## src/rtl/sseg_readback_if.sv

```systemverilog
// Bus bundle for sseg_readback: segment inputs, request, decoded result and status.
// err_cnt is present only when SSEG_READBACK_ERRCNT_EN is defined.
interface sseg_readback_if;
  logic [6:0] disp0;
  logic [6:0] disp1;
  logic       sample_req;
  logic [7:0] data_out;
  logic       neg_out;
  logic       valid;
  logic       err;
  logic       busy;
`ifdef SSEG_READBACK_ERRCNT_EN
  logic [7:0] err_cnt;
`endif

  modport master (
    output disp0, disp1, sample_req,
`ifdef SSEG_READBACK_ERRCNT_EN
    input  err_cnt,
`endif
    input  data_out, neg_out, valid, err, busy
  );

  modport slave (
    input  disp0, disp1, sample_req,
`ifdef SSEG_READBACK_ERRCNT_EN
    output err_cnt,
`endif
    output data_out, neg_out, valid, err, busy
  );
endinterface

```

## src/rtl/sseg_readback.sv

```systemverilog
// Reads back a two-digit active-low seven-segment display once both patterns hold steady.
// Optional saturating error counter enabled by SSEG_READBACK_ERRCNT_EN.
module sseg_readback #(
  parameter int unsigned STABLE_CYCLES = 4,
  parameter int unsigned TIMEOUT       = 64
) (
  input logic           clk,
  input logic           reset,
  sseg_readback_if.slave bus
);

  localparam int unsigned CNT_W     = 8;
  localparam logic [CNT_W-1:0] STABLE_LIM = CNT_W'(STABLE_CYCLES);
  localparam logic [CNT_W-1:0] TMO_LIM    = CNT_W'(TIMEOUT);
  localparam logic [6:0]  SEG_BLANK = 7'h7F;
  localparam logic [6:0]  SEG_MINUS = 7'b0111111;

  typedef enum logic [1:0] {IDLE, SETTLE, DONE} state_t;

  // Returns {is_hex_digit, digit_value}.
  function automatic logic [4:0] seg_decode(input logic [6:0] seg);
    logic [4:0] r;
    case (seg)
      7'b1000000: r = 5'h10;
      7'b1111001: r = 5'h11;
      7'b0100100: r = 5'h12;
      7'b0110000: r = 5'h13;
      7'b0011001: r = 5'h14;
      7'b0010010: r = 5'h15;
      7'b0000010: r = 5'h16;
      7'b1111000: r = 5'h17;
      7'b0000000: r = 5'h18;
      7'b0011000: r = 5'h19;
      7'b0001000: r = 5'h1A;
      7'b0000011: r = 5'h1B;
      7'b1000110: r = 5'h1C;
      7'b0100001: r = 5'h1D;
      7'b0000110: r = 5'h1E;
      7'b0001110: r = 5'h1F;
      default:    r = 5'h00;
    endcase
    return r;
  endfunction

  state_t           state;
  logic [6:0]       lat0;
  logic [6:0]       lat1;
  logic [CNT_W-1:0] stable_cnt;
  logic [CNT_W-1:0] tmo_cnt;
  logic [7:0]       data_r;
  logic             neg_r;
  logic             valid_r;
  logic             err_r;
  logic             busy_r;

  logic [4:0] dec0_c;
  logic [4:0] dec1_c;
  logic [7:0] res_data_c;
  logic       res_neg_c;
  logic       res_err_c;
  logic       inputs_same_c;

  // Decode of the currently latched pair; anything unrecognised is an error result.
  always_comb begin
    dec0_c     = seg_decode(lat0);
    dec1_c     = seg_decode(lat1);
    res_data_c = 8'h00;
    res_neg_c  = 1'b0;
    res_err_c  = 1'b1;
    if (dec1_c[4] && dec0_c[4]) begin
      res_data_c = {dec1_c[3:0], dec0_c[3:0]};
      res_err_c  = 1'b0;
    end else if ((lat1 == SEG_MINUS) && dec0_c[4]) begin
      res_data_c = {4'h0, dec0_c[3:0]};
      res_neg_c  = 1'b1;
      res_err_c  = 1'b0;
    end
  end

  assign inputs_same_c = (bus.disp0 == lat0) && (bus.disp1 == lat1);

  // Stability check is tested before the timeout so a simultaneous limit yields the decoded result.
  always_ff @(posedge clk or posedge reset) begin
    if (reset) begin
      state      <= IDLE;
      lat0       <= SEG_BLANK;
      lat1       <= SEG_BLANK;
      stable_cnt <= '0;
      tmo_cnt    <= '0;
      data_r     <= 8'h00;
      neg_r      <= 1'b0;
      valid_r    <= 1'b0;
      err_r      <= 1'b0;
      busy_r     <= 1'b0;
    end else begin
      valid_r <= 1'b0;
      case (state)
        IDLE: begin
          if (bus.sample_req) begin
            lat0       <= bus.disp0;
            lat1       <= bus.disp1;
            stable_cnt <= '0;
            tmo_cnt    <= '0;
            busy_r     <= 1'b1;
            state      <= SETTLE;
          end
        end
        SETTLE: begin
          if (stable_cnt == STABLE_LIM) begin
            state   <= DONE;
            valid_r <= 1'b1;
            data_r  <= res_data_c;
            neg_r   <= res_neg_c;
            err_r   <= res_err_c;
          end else if (tmo_cnt == TMO_LIM) begin
            state   <= DONE;
            valid_r <= 1'b1;
            data_r  <= 8'h00;
            neg_r   <= 1'b0;
            err_r   <= 1'b1;
          end else begin
            tmo_cnt <= tmo_cnt + CNT_W'(1);
            if (inputs_same_c) begin
              stable_cnt <= stable_cnt + CNT_W'(1);
            end else begin
              lat0       <= bus.disp0;
              lat1       <= bus.disp1;
              stable_cnt <= '0;
            end
          end
        end
        DONE: begin
          busy_r <= 1'b0;
          state  <= IDLE;
        end
        default: begin
          busy_r <= 1'b0;
          state  <= IDLE;
        end
      endcase
    end
  end

`ifdef SSEG_READBACK_ERRCNT_EN
  logic [7:0] err_cnt_r;
  logic       err_result_c;

  // Counts error results as they are registered, alongside the valid strobe.
  assign err_result_c = (state == SETTLE) &&
                        ((stable_cnt == STABLE_LIM) ? res_err_c : (tmo_cnt == TMO_LIM));

  always_ff @(posedge clk or posedge reset) begin
    if (reset) begin
      err_cnt_r <= 8'h00;
    end else if (err_result_c && (err_cnt_r != 8'hFF)) begin
      err_cnt_r <= err_cnt_r + 8'(1);
    end
  end

  assign bus.err_cnt = err_cnt_r;
`endif

  assign bus.data_out = data_r;
  assign bus.neg_out  = neg_r;
  assign bus.valid    = valid_r;
  assign bus.err      = err_r;
  assign bus.busy     = busy_r;

endmodule

```

## src/flat_wrapper.sv

```systemverilog
// flat-port wrapper written by rule: the top's interface ports become plain ports
module sseg_readback_flat 
#(
  parameter int unsigned STABLE_CYCLES = 4,
  parameter int unsigned TIMEOUT       = 64
)
  (clk, reset, bus_disp0, bus_disp1, bus_sample_req, bus_data_out, bus_neg_out, bus_valid, bus_err, bus_busy);
  sseg_readback_if bus_i ();
  input logic clk;
  input logic reset;
  input wire logic [$bits(bus_i.disp0)-1:0] bus_disp0;
  input wire logic [$bits(bus_i.disp1)-1:0] bus_disp1;
  input wire logic [$bits(bus_i.sample_req)-1:0] bus_sample_req;
  output wire logic [$bits(bus_i.data_out)-1:0] bus_data_out;
  output wire logic [$bits(bus_i.neg_out)-1:0] bus_neg_out;
  output wire logic [$bits(bus_i.valid)-1:0] bus_valid;
  output wire logic [$bits(bus_i.err)-1:0] bus_err;
  output wire logic [$bits(bus_i.busy)-1:0] bus_busy;
  assign bus_i.disp0 = bus_disp0;
  assign bus_i.disp1 = bus_disp1;
  assign bus_i.sample_req = bus_sample_req;
  assign bus_data_out = bus_i.data_out;
  assign bus_neg_out = bus_i.neg_out;
  assign bus_valid = bus_i.valid;
  assign bus_err = bus_i.err;
  assign bus_busy = bus_i.busy;
  sseg_readback #(.STABLE_CYCLES(STABLE_CYCLES), .TIMEOUT(TIMEOUT)) u_core (.clk(clk), .reset(reset), .bus(bus_i));
endmodule
```

## config.mk

```make
export PLATFORM = sky130hd
export DESIGN_NAME = sseg_readback_flat
export DESIGN_NICKNAME = d
export VERILOG_FILES = /design/src/rtl/sseg_readback_if.sv /design/src/rtl/sseg_readback.sv /design/src/flat_wrapper.sv
export SDC_FILE = /design/constraint.sdc
export NUM_CORES = 1
export LEC_CHECK = 0
export CORE_AREA = 5 5 82 84
export DETAILED_ROUTE_END_ITERATION = 16
export DIE_AREA = 0 0 87 89
export GPL_ROUTABILITY_DRIVEN = 0
export GPL_TIMING_DRIVEN = 1
export PLACE_DENSITY = 0.7
export SKIP_LAST_GASP = 1
export SYNTH_ARGS = -nofsm -noshare
export SYNTH_HDL_FRONTEND = slang
export SYNTH_SLANG_ARGS = --single-unit
```

## constraint.sdc

```tcl
create_clock -name clk -period 2.33 [get_ports clk]
set_input_delay 0.233 -clock clk [delete_from_list [all_inputs] [get_ports clk]]
set_output_delay 0.233 -clock clk [all_outputs]
set_load 0.02 [all_outputs]
```

==> flow_summary_export.csv, run 1 <==
group,metric,value,unit
outcome,status,"finished clean",
clocking,cts_tree,"yes",
critical_path,critPathCaptureType,"flop",
logic_synthesis,synth_edf_count,0,
finish,layout-drive-gt1-share,0.180,
logic_synthesis,ys_ff_latch,44,
die,coreArea,0.00585,sq mm
routing,firstDrtPassIters,4,
routing,wirelength,6510,um
critical_path,startpoint_type,"flop",
clocking,cts.sinks,44,
logic_synthesis,postSynthAreaPerCell,9.53,sq um
clocking,cts_buffer_depth,2,
sta,max_freq,0.456,GHz
global_routing,grt_pass1_wl,10600,um
routing,drc,0,
clocking,root_buffer,"clkbuf_8",
routing,ant_nets,0,
critical_path,max_stage_delay,410,ps
finish,fillerInstances,511,
routing,drtIter0Drc,138,
logic_synthesis,synth_xor_area_frac,0.0645,
clocking,clock_latency,300,ps
worst_hold_path,min_path_type,"in -> async",
finish,layout.nets,348,
power,max-vdd-ir-drop,0.000400,V
logic_synthesis,syn-num-nets,320,
critical_path,r2r_setup_slack,140,ps
die,die_x,87,um
critical_path,crit_type,"reg -> reg",
global_routing,grt_overflow,0,
sta,finalSetupTns,0,ps
logic_synthesis,synthFlopType,"dfrtp_1",
critical_path,regToRegStartpoint,"u_core.stable_cnt[0]",
finish,final_cell_mix,"30 x dfrtp_1, 28 x clkdlybuf4s50_1, 23 x nor2_1",
critical_path,crit_arrival,2420,ps
die,io_pins,29,
sta,fin_crit,2190,ps
power,p_per_area,881,mW/mm^2
sta,worstMarginPinSlew,575,ps
logic_synthesis,yosysSeqAreaShare,0.392,
critical_path,path_cells,"inv_1 -> ha_1 -> nor4b_2 -> a31oi_4 -> a21oi_4 -> nor2_4 -> buf_4 -> mux2_4",
global_routing,first_global_vias,2153,
placement,dp_hpwl,4600,um
logic_synthesis,synthArstFlopShare,1.00,
logic_synthesis,synth_cell_types,53,
logic_synthesis,syn_area,0.00285,sq mm
global_routing,grt_max_degree,45,
clocking,ctsHoldBuffers,0,
global_routing,antenna_found_initial,0,
clocking,clkTransAtPathRegs,90,ps
placement,port_buffers,28,
logic_synthesis,yosys.area_share.simple,0.236,
die,fp.dieH,89,um
routing,vias_per_cell,5.72,
critical_path,ff2ff_path_depth,8,
clocking,htreeDepth,2,
sta,finalSetupViolCount,0,
global_routing,grt_use_total,0.172,
power,leakage,1.38,nW
sta,relSlewSlack,0.615,
logic_synthesis,synth_warnings,0,
logic_synthesis,synth_compound_area_frac,0.157,
sta,final_hold_viol_count,0,
logic_synthesis,synthAdderAreaFrac,0.0176,
critical_path,critPathMaxFanout,9,
sta,drv_slew,0,
die,rows,28,
sta,clock_skew,5.64,ps
sta,rsz0062_at_grt,"false",
finish,final_common_cell,"dfrtp_1",
critical_path,crit_required,2560,ps
logic_synthesis,synth_top_family_by_area,"simple AND/OR/NAND/NOR gates",
finish,num_antenna_cells,0,
routing,wire_per_inst,16.2,um
critical_path,rr_endpoint,"u_core.lat1[5]",
sta,post-route-period-util,0.942,
die,start_util,0.487,
clocking,cts_buffers,5,
critical_path,slowest_stage,"dfrtp_1",
finish,area_growth,17.5,%
logic_synthesis,synth_mux_area_frac,0.0729,
routing,vias,2307,
job,drv_cap,0,
logic_synthesis,syn_inst,299,
power,power,0.00295,W
die,die_area,0.00774,sq mm
## sequential cells by signal, summed over array words and instances (netlist names)
register / cells
u_core.tmo_cnt: 8
u_core.bus.err: 1
u_core.bus.neg_out: 1
u_core.bus.busy: 1
u_core.bus.valid: 1
u_core.lat0: 7
u_core.state: 2
u_core.stable_cnt: 8
u_core.bus.data_out: 8
u_core.lat1: 7
## worst max-delay path by stage
stage / endpoint / from / cells after the start / slack (ps)
after floorplan: u_core.lat0[0] / u_core.lat1[0] / 7 / 330
after global placement: u_core.lat1[5] / u_core.tmo_cnt[0] / 8 / 150
after detailed placement: u_core.lat0[6] / u_core.tmo_cnt[0] / 8 / 80
after CTS: u_core.lat1[5] / u_core.tmo_cnt[0] / 8 / 50
after global routing: u_core.lat0[5] / u_core.tmo_cnt[0] / 8 / 30
final: u_core.lat1[5] / u_core.stable_cnt[0] / 8 / 140
## synthesized netlist by cell type, types with 6 or more instances
library cell | instances | area (sq um)
nand2_1 | 18 | 67.6
nand4_1 | 10 | 62.6
nor2b_1 | 6 | 37.5
inv_1 | 13 | 48.8
mux2_4 | 8 | 120
buf_2 | 6 | 30.0
dfrtp_1 | 30 | 751
a21oi_1 | 10 | 50.1
o2bb2ai_1 | 9 | 78.8
mux2_2 | 6 | 67.6
o31ai_1 | 6 | 45.0
nor2_1 | 23 | 86.3
nand3_1 | 17 | 85.1
o21ai_0 | 13 | 65.1
clkbuf_1 | 11 | 41.3
xnor2_1 | 16 | 140
dfstp_2 | 14 | 368
nor3_1 | 6 | 30.0
## report_power, final
part | leakage [nW] | total [W] | internal, W | switching, W
Combinational | 0.792 | 0.00117 | 0.000608 | 0.000561
Sequential | 0.547 | 0.00127 | 0.000965 | 0.000301
Clock | 0.0434 | 0.000515 | 0.000240 | 0.000275
## cell type report
cell class              count  area (sq um)  share of cell area
repair buffers             43           405               0.121
well taps                  75          93.8              0.0280
clock inverters             2          15.0             0.00448
multi-input cells         220          1580               0.473
flip-flops and latches     44          1120               0.334
clock buffers               6          82.6              0.0247
inverters                  13          48.8              0.0146
## metal layers
layer,global-route usage,up-vias,share of wire
met5,0,-,0
met4,0.0467,0,0.012
met3,0.0194,9,0.043
met2,0.268,69,0.47
met1,0.254,1095,0.47
li1,-,1134,-
## logic make-up (layout without fill, tap and decap cells)
| family | after synthesis | in the layout |
|---|---|---|
| AOI/OAI and AO/OA | 62 | 62 |
| DFF | 44 | 44 |
| xor gates and xnor gates | 21 | 21 |
| and+or+nand+nor | 117 | 117 |
| adders and majority gates | 4 | 4 |
| muxes | 16 | 16 |
| buffers and inverters | 35 | 64 |
## worst max-delay path: cells and delay by family (launching register included)
kind	cells	cell delay, ps
fa+ha+maj	1	140
flops	1	410
simple gates	2	460
mux	1	290
buf+inv	2	270
compound gates	2	560
## stage by stage
| stage | setup slack (ps) | instances | cell area [sq um] | utilization | hold WS [ps] |
|---|---|---|---|---|---|
| 2_1_floorplan | 331 | 299 | 2850 | - | 350 |
| 3_3_place_gp | 145 | 393 | 3210 | 0.549 | 478 |
| 3_5_place_dp | 78.0 | 393 | 3210 | 0.549 | 479 |
| 4_1_cts | 53.6 | 401 | 3310 | 0.566 | 399 |
| 5_1_grt | 28.8 | 403 | 3350 | 0.572 | 428 |
| 6_report | 136 | 403 | 3350 | 0.572 | 381 |
## timing repair
item,4_1_cts,5_1_grt
gates resized for setup,0,3
hold endpoints to repair,0,0
buffers inserted,0,2
endpoints found under the setup margin,0,21
Note: power is estimated with default switching activity, not from simulation.
==> inputs of run 2 (changes only) <==
MAX_ROUTING_LAYER = met4   (was unset)
SLEW_MARGIN = 5   (was unset)
==> run 2 against run 1 <==
  * First-iteration DRC count down 1.4%
  * Maximum frequency grew 0.18%
  * Sequential cell count is the same
  * Count of clock-buffer cells in the layout is the same
  * Highest routed layer unchanged
  * Critical path type unchanged
  * Combinational power about the same
  * Utilization stayed put
==> flow_summary_export.csv, run 2 (same netlist as run 1, synthesis figures left out) <==
group,metric,value,unit
sta,fin_crit,2190,ps
die,coreArea,0.00585,sq mm
sta,finalSetupTns,0,ps
routing,drc,0,
clocking,cts.sinks,44,
global_routing,antenna_found_initial,0,
finish,finish.utilization,0.572,
global_routing,grt_max_degree,45,
clocking,clkTransAtPathRegs,90,ps
clocking,clock_latency,300,ps
routing,vias,2322,
die,io_pins,29,
global_routing,grt_pass1_wl,10600,um
clocking,cts_buffers,5,
critical_path,crit_required,2560,ps
die,die_x,87,um
routing,drtIter0Drc,136,
sta,max_freq,0.457,GHz
clocking,cts_buffer_depth,2,
routing,firstDrtPassIters,4,
finish,num_antenna_cells,0,
outcome,status,"finished clean",
job,drv_cap,0,
critical_path,path_cells,"inv_1 -> ha_1 -> nor4b_2 -> a31oi_4 -> a21oi_4 -> nor2_4 -> buf_4 -> mux2_4",
critical_path,max_stage_delay,410,ps
finish,final_common_cell,"dfrtp_1",
critical_path,crit_type,"reg -> reg",
global_routing,first_global_vias,2163,
critical_path,startpoint_type,"flop",
power,max-vdd-ir-drop,0.000402,V
routing,wire_per_inst,16.2,um
routing,ant_nets,0,
sta,worstMarginPinSlew,578,ps
power,leakage,1.38,nW
worst_hold_path,min_path_type,"in -> async",
sta,finalSetupViolCount,0,
global_routing,grt_use_total,0.177,
die,rows,28,
critical_path,critPathMaxFanout,9,
critical_path,path_buf_inv,2,
power,p_per_area,882,mW/mm^2
die,fp.dieH,89,um
sta,clock_skew,5.51,ps
critical_path,crit_arrival,2420,ps
critical_path,crit_cells,8,
clocking,root_buffer,"clkbuf_8",
global_routing,grt_overflow,0,
clocking,cts_tree,"yes",
placement,dp_hpwl,4600,um
finish,area_growth,17.5,%
sta,rsz0062_at_grt,"false",
finish,layout.nets,348,
critical_path,slowest_stage,"dfrtp_1",
placement,port_buffers,28,
finish,final_cell_mix,"30 x dfrtp_1, 28 x clkdlybuf4s50_1, 23 x nor2_1",
sta,post-route-period-util,0.940,
routing,wirelength,6530,um
critical_path,critical-path-top-delay-family,"compound AO/OA/AOI/OAI gates",
clocking,htreeDepth,2,
critical_path,ff2ff_path_depth,8,
finish,layout-drive-gt1-share,0.180,
die,start_util,0.487,
die,die_area,0.00774,sq mm
sta,drv_slew,0,
routing,vias_per_cell,5.76,
sta,relSlewSlack,0.613,
sta,final_hold_viol_count,0,
critical_path,critPathCaptureType,"flop",
## run 2: cell counts in the layout (fill, tap and decap cells not counted)
Identical to the previous run, type by type.
## run 2: stage by stage
stage	std cells	setup slack, ps	cell area [sq um]	hold slack (ps)	total power, W
floorplan	299	331	2850	350	0.00210
global placement	393	145	3210	478	0.00237
detailed placement	393	78.0	3210	479	0.00240
CTS	401	53.6	3310	399	0.00292
global route	403	28.8	3350	428	0.00315
finish	403	140	3350	381	0.00295
## run 2: what timing repair did
item | CTS | global route
hold buffers | 0 | 0
setup buffers | 0 | 2
endpoints found under the setup margin | 0 | 21
resized for setup | 0 | 3
## run 2: final timing paths
path	from	end	slack (ps)
max	u_core.stable_cnt[0]	u_core.lat1[5]	140
min	reset	u_core.tmo_cnt[6]	380
max reg2reg	u_core.stable_cnt[0]	u_core.lat1[5]	140
min reg2reg	u_core.bus.data_out[4]	u_core.bus.data_out[4]	500
max in group asynchronous	reset	u_core.lat0[1]	1570
min in group clk	u_core.bus.data_out[4]	u_core.bus.data_out[4]	500
## run 2: per-layer routing
layer  GRT usage  share of wire
met1       0.252           0.48
met2       0.268           0.47
met3      0.0184          0.040
met4      0.0467          0.013
met5           -              0
## run 2: worst reg2reg max path, stage by stage (launching register included)
cell     delay [ps]
dfrtp_1         410
inv_1           100
ha_1            140
nor4b_2         370
a31oi_4         210
a21oi_4         350
nor2_4           90
buf_4           170
mux2_4          290
## run 2: final cells by class
cell class	instances	area (sq um)
tap	75	93.8
fill	511	2500
sequential	44	1120
multi-input combinational	220	1580
timing repair buffer	43	405
inverter	13	48.8
clock inverter	2	15.0
clock buffer	6	82.6
## run 2: report_power, final
part,internal [W],switching [W],total [W]
Sequential,0.000965,0.000302,0.00127
Combinational,0.000608,0.000561,0.00117
Clock,0.000240,0.000277,0.000518
Total,0.00181,0.00114,0.00295
==> inputs of run 3 (changes only) <==
GPL_TIMING_DRIVEN = unset   (was 1)
==> results of run 3 <==
Same layout as run 2: the final DEF is identical, and so are final timing and power.
